### config.mk
export PLATFORM = sky130hd
export DESIGN_NAME = wwl_ctrl
export DESIGN_NICKNAME = d
export VERILOG_FILES = /design/src/rtl/wwl_ctrl_pkg.sv /design/src/rtl/wwl_ctrl_decoder.sv /design/src/rtl/wwl_ctrl.sv
export SDC_FILE = /design/constraint.sdc
export NUM_CORES = 1
export LEC_CHECK = 0
export ABC_CLOCK_PERIOD_IN_PS = 2900
export CAP_MARGIN = 20
export CORE_MARGIN = 2
export CORE_UTILIZATION = 46
export DETAILED_ROUTE_END_ITERATION = 16
export GPL_TIMING_DRIVEN = 0
export PLACE_DENSITY = 0.89
export SYNTH_ARGS = -nofsm -noshare
export SYNTH_HDL_FRONTEND = slang
export SYNTH_HIERARCHICAL = 1
export SYNTH_SLANG_ARGS = --single-unit
### constraint.sdc
create_clock -name CLK -period 2.9 [get_ports CLK]
set_clock_uncertainty 0.1 [all_clocks]
set_input_delay 0.58 -clock CLK [delete_from_list [all_inputs] [get_ports CLK]]
set_output_delay 0.58 -clock CLK [all_outputs]
set_load 0.005 [all_outputs]
### src/rtl/wwl_ctrl_pkg.sv
// Memory-wide definitions shared by the write and read word-line paths of the
// latch-based standard-cell array.
package wwl_ctrl_pkg;

    localparam int DEF_ADDR_WIDTH = 3;
    localparam int DEF_DATA_WIDTH = 8;
    localparam int N_ROWS         = 2 ** DEF_ADDR_WIDTH;

    // Width of the pulse counter; it holds PULSE_CYCLES-1, so at most 14.
    localparam int PULSE_CNT_W    = 4;

    typedef enum logic [1:0] {
        ST_IDLE  = 2'd0,
        ST_SETUP = 2'd1,
        ST_PULSE = 2'd2,
        ST_HOLD  = 2'd3
    } wl_state_e;

endpackage

### src/rtl/wwl_ctrl_decoder.sv
// Address to one-hot word-line decoder with a global enable; intended to be
// shared by both the write and the read word-line drivers.
module wwl_decoder
    import wwl_ctrl_pkg::*;
#(
    parameter int ADDR_WIDTH = DEF_ADDR_WIDTH
) (
    input  logic [ADDR_WIDTH-1:0]      addr,
    input  logic                       en,
    output logic [2**ADDR_WIDTH-1:0]   wl
);

    localparam int ROWS = 2 ** ADDR_WIDTH;

    generate
        for (genvar gi = 0; gi < ROWS; gi++) begin : g_row
            assign wl[gi] = en && (addr == ADDR_WIDTH'(gi));
        end
    endgenerate

endmodule

### src/rtl/wwl_ctrl.sv
// Write word-line controller: accepts one write, then sequences bit-line setup,
// a PULSE_CYCLES-long one-hot word-line pulse, and a bit-line hold cycle.
module wwl_ctrl
    import wwl_ctrl_pkg::*;
#(
    parameter int ADDR_WIDTH   = DEF_ADDR_WIDTH,
    parameter int DATA_WIDTH   = DEF_DATA_WIDTH,
    parameter int PULSE_CYCLES = 1
) (
    input  logic                       CLK,
    input  logic                       RST_N,
    input  logic                       WR_VALID,
    output logic                       WR_READY,
    input  logic [ADDR_WIDTH-1:0]      WR_ADDR,
    input  logic [DATA_WIDTH-1:0]      WR_DATA,
    output logic [2**ADDR_WIDTH-1:0]   WWL,
    output logic [DATA_WIDTH-1:0]      WBL,
    output logic                       WR_DONE,
    output logic                       BUSY
);

    localparam logic [PULSE_CNT_W-1:0] CNT_LOAD = PULSE_CNT_W'(PULSE_CYCLES - 1);

    wl_state_e               state_q, state_d;
    logic [ADDR_WIDTH-1:0]   addr_q,  addr_d;
    logic [DATA_WIDTH-1:0]   data_q,  data_d;
    logic [PULSE_CNT_W-1:0]  cnt_q,   cnt_d;

    always_comb begin
        state_d = state_q;
        addr_d  = addr_q;
        data_d  = data_q;
        cnt_d   = cnt_q;
        case (state_q)
            ST_IDLE: begin
                if (WR_VALID) begin
                    addr_d  = WR_ADDR;
                    data_d  = WR_DATA;
                    state_d = ST_SETUP;
                end
            end
            ST_SETUP: begin
                cnt_d   = CNT_LOAD;
                state_d = ST_PULSE;
            end
            ST_PULSE: begin
                if (cnt_q != '0) begin
                    cnt_d = cnt_q - PULSE_CNT_W'(1);
                end else begin
                    state_d = ST_HOLD;
                end
            end
            ST_HOLD: begin
                state_d = ST_IDLE;
            end
            default: begin
                state_d = ST_IDLE;
            end
        endcase
    end

    always_ff @(posedge CLK) begin
        if (!RST_N) begin
            state_q <= ST_IDLE;
            addr_q  <= '0;
            data_q  <= '0;
            cnt_q   <= '0;
        end else begin
            state_q <= state_d;
            addr_q  <= addr_d;
            data_q  <= data_d;
            cnt_q   <= cnt_d;
        end
    end

    // The data register only reloads on a handshake, so driving the bit lines
    // straight from it keeps them stable through setup, pulse, hold and idle.
    assign WBL      = data_q;
    assign WR_READY = (state_q == ST_IDLE);
    assign BUSY     = (state_q != ST_IDLE);
    assign WR_DONE  = (state_q == ST_HOLD);

    wwl_decoder #(
        .ADDR_WIDTH (ADDR_WIDTH)
    ) u_decoder (
        .addr (addr_q),
        .en   (state_q == ST_PULSE),
        .wl   (WWL)
    );

endmodule

After elaboration in Yosys (flattened, before gate mapping)
Index checks and enable logic that the tools add are counted.

$add $sub $neg: 1. Eq/ne operators: 13. Muxes and demuxes: 5. Reduce and logical (&&, ||, !) cells: 16.

Operators by type and width (number): $eq A3 B3 Y1 const B (4); $logic_and A1 B1 Y1 (8); $pmux W2 S4 (1); $pmux W4 S2 (1); $eq A3 B2 Y1 const B (2); $ne A2 B2 Y1 const B (3); $reduce_and A2 Y1 (3); $eq A2 B2 Y1 const B (2); $mux W2 (2); $mux W4 (1); $reduce_bool A2 Y1 (2); $reduce_bool A4 Y1 (1); $sub A4 B1 Y4 const B (1); $eq A3 B1 Y1 const B (1); $logic_not A3 Y1 (1); $eq A2 B1 Y1 const B (1); $logic_not A2 Y1 (1).

Flip-flop bits (word level): 17. Input port bits: 14. Output and inout port bits: 19. Word-level logic and storage cells: 39.

Depth between registers and ports, before layout
Gate-level depths: netlist of run 1.

Word-level depth: 3. Mapped depth: 6. Depth with buffers taken out: 5.

Hierarchy
The synthesis of run 1 kept the hierarchy.

By module, submodules not included: wwl_ctrl (instances 1, cells an instance 92, area each 773.2 um^2); wwl_decoder (instances 1, cells an instance 8, area each 96.3 um^2).

Least setup slack after synthesis of run 1
OpenSTA, ideal clock, no wires.

Path kind: flip-flop to output port. Start point: register state_q[0]. End point: output port WWL[3]. Data arrival time: 0.996 ns. Data required time: 2.220 ns. Path slack: 1.224 ns. Stages on the path, launching flop included: 4. Buffers on the path: 0. Path through: dfxtp_1 -> inv_1 -> ha_1 -> and4b_2.

Word-level cells in the longest chain between the ends: 2.

RTL lines: start, declared (line wwl_ctrl.sv:24) `wl_state_e state_q, state_d;`; start signal, assigned (line wwl_ctrl.sv:69) `state_q <= state_d;`; $eq A2 B2 Y1 (line wwl_ctrl.sv:87) `.en (state_q == ST_PULSE),`; $logic_and A1 B1 Y1 (line wwl_ctrl_decoder.sv:17) `assign wl[gi] = en && (addr == ADDR_WIDTH'(gi));`; end, declared (line wwl_ctrl.sv:16) `output logic [2**ADDR_WIDTH-1:0] WWL,`.

Every way passes these cells.

Worst setup path in the final report of run 1
Start point: register state_q[0]. End point: output port WWL[0].

Same word-level chain as after synthesis.

==> results of run 1 <==
per-stage QoR:
step / setup WS, ps / util, % / hold WS, ps / power [mW]
2_1_floorplan: 1220 / - / 353 / 0.459
3_3_place_gp: 619 / 69.4 / 341 / 0.579
3_5_place_dp: 577 / 69.4 / 348 / 0.597
4_1_cts: 232 / 70.9 / 362 / 0.724
5_1_grt: 72.3 / 70.9 / 378 / 0.765
6_report: 231 / 70.9 / 362 / 0.717
registers in the layout, indices dropped and copies added, names as in the netlist:
name	cells
WBL	8
cnt_q	4
addr_q	3
state_q	2
report_power, final:
part | internal (mW) | switching (mW) | total [mW]
registers | 0.268 | 0.0325 | 0.300
logic | 0.156 | 0.137 | 0.292
clock network | 0.0533 | 0.0704 | 0.124
area by class of cell:
class / instances / area (um^2) / share of cell area [%]
Tap cell: 25 / 31.3 / 2.53
Timing Repair Buffer: 31 / 310 / 25.1
Inverter: 6 / 22.5 / 1.82
Sequential cell: 17 / 340 / 27.5
Multi-Input combinational cell: 73 / 489 / 39.5
Clock buffer: 4 / 26.3 / 2.12
Buffer: 4 / 17.5 / 1.42
worst reg2reg max path: stages, from the launching register on:
cell,delay [ps]
dfxtp_1,420
inv_1,100
ha_1,260
nand2_1,100
clkbuf_1,350
nand2_1,100
a21oi_1,170
synthesized netlist by cell type (2+ instances only):
cell,count,area share [%]
and4b_2,3,3.9
mux2i_1,3,3.5
nand3_1,2,1.2
a21oi_1,12,6.9
inv_1,6,2.6
buf_2,2,1.2
clkbuf_1,2,0.86
dfxtp_1,17,39
nand2b_1,3,2.2
nand2_1,27,12
and4bb_2,3,4.3
ha_1,6,8.6
metal layers:
metal | wire [um] | up-vias | track usage, %
li1 | - | 413 | -
met1 | 787 | 368 | 20.4
met2 | 982 | 25 | 36.5
met3 | 102 | 6 | 5.28
met4 | 46 | 0 | 12.2
met5 | 0 | - | 0
cells by family (layout without fill, tap and decap cells):
group	count (synthesis)	count (layout)	synth area share [%]
simple gates	47	47	31.7
compound gates	17	17	12.5
flops	17	17	39.1
buf+inv	10	45	4.60
fa+ha+maj	6	6	8.63
mux	3	3	3.45
how the worst max path moves through the flow:
stage               start      to  slack, ps  cells past startpoint
5_1_grt        state_q[0]  WWL[0]         70                      4
2_1_floorplan  state_q[0]  WWL[3]       1220                      3
3_5_place_dp   state_q[0]  WWL[0]        580                      4
3_3_place_gp   state_q[0]  WWL[0]        620                      4
4_1_cts        state_q[0]  WWL[0]        230                      4
6_report       state_q[0]  WWL[0]        230                      4
==> flow_metrics.tcl, run 1 <==
set metrics [dict create \
    grt_use_total_pct 20.1 \
    yosysUniqueCellTypes 26 \
    ys.flop_type "dfxtp_1" \
    area_delta_synth_final_pct 42.3 \
    outcome "finished, final reports clean" \
    port_buffers 31 \
    hp-class "register to register" \
    wl_per_cell_um 12.0 \
    cp.arrival_ps 1990 \
    core_um2 1750 \
    dp_hpwl_um 1510 \
    min_path_cells 2 \
    n_fill_cell 150 \
    htree_levels 1 \
    setup_violations 0 \
    die_area_um2 2250 \
    crit_fanout 16 \
    cp-end-kind "primary output" \
    start_util_pct 49.8 \
    grt_setup_unrepaired "false" \
    leakage_nw 0.499 \
    slew_viol_final 0 \
    grt_pass1_vias 731 \
    fmax_mhz 375 \
    cp_top_family "buffers and inverters" \
    synth_edf_count 0 \
    yosysSeqAreaShare_pct 39.1 \
    timing.final.crit_share_pct 92.0 \
    hold-path-endpoint "WBL[6]" \
    via_per_inst 5.08 \
    die_w_um 47.5 \
    tightest_slew_ps 441 \
    route.detailed.drc 0 \
    timing.max_cap.violations 0 \
    grt_pass1_wl_um 3130 \
    cts_resized 0 \
    drtIter0Drc 3 \
    dp.cells 156 \
    nets 156 \
    syn_inst 100 \
    postPlaceCellArea_um2 1210 \
    grt.overflow.total 0 \
    final_area_um2 1240 \
    postCtsSetupBuffers 0 \
    num_vias 812 \
    place_congestion 0.734 \
    drive_above_1_share_pct 11.1 \
    tns_ps 0 \
    io-pin-count 33 \
    rr_startpoint "state_q[0]" \
    cp.required_ps 2220 \
    num_antenna_cells 0 \
    clock_latency_ps 280 \
    finalHoldViolCount 0 \
    vdd_ir_drop_max_mv 0.418 \
    worstReg2RegEnd "WBL[5]" \
    die_height_um 47.5 \
    grt_max_degree 17 \
    cts_tree "done" \
    dr.pass1.iters 4 \
    slew-limit-headroom_pct 70.6 \
    r2r_cells 6 \
    synth.avg_cell_area_um2 8.70 \
    r2r_slack_ps 1240 \
    final_cells 160 \
    netlist_area_um2 870 \
    cpPeakStageDelay_ps 540 \
    clockBufferDepth 2 \
    crit_buf_inv 2 \
    ys_ff_latch 17 \
    final_common_cell "clkdlybuf4s50_1" \
    rows 15 \
    antenna_found_initial 0 \
    slowest_stage "clkdlybuf4s50_1" \
    wl_um 1920 \
    cts_root_buf "clkbuf_4" \
    synth_nets 120 \
    cp-start-kind "register" \
    hold_start "WBL[6]" \
    cts_buffers 3 \
    cts_num_sinks 17 \
    critical_path_class "register to primary output" \
    power_density_nw_per_um2 579 \
    cts_hold_buf 0 \
    layout_min_cycle_time_ps 2670 \
    ys_warn_count 6 \
    crit_chain "inv_1 -> ha_1 -> nor4b_2 -> clkdlybuf4s50_1" \
    async_flop_share_pct 0 \
    drtAntennaViolNets 0 \
    final_cell_mix "clkdlybuf4s50_1, nand2_1, dfxtp_1" \
    clk_pin_slew_ps 100 \
]
Power figures use the tool's default switching activity.
==> run 2, diff against run 1 <==
Settings changed: CAP_MARGIN 20 to not set.
==> results of run 2 <==
The final DEF is identical to that of run 1; final timing and power are the same.
==> run 3, diff against run 2 <==
Settings changed: SKIP_CTS_REPAIR_TIMING set to 1.
==> results of run 3 <==
The final DEF is identical to that of run 1; final timing and power are the same.
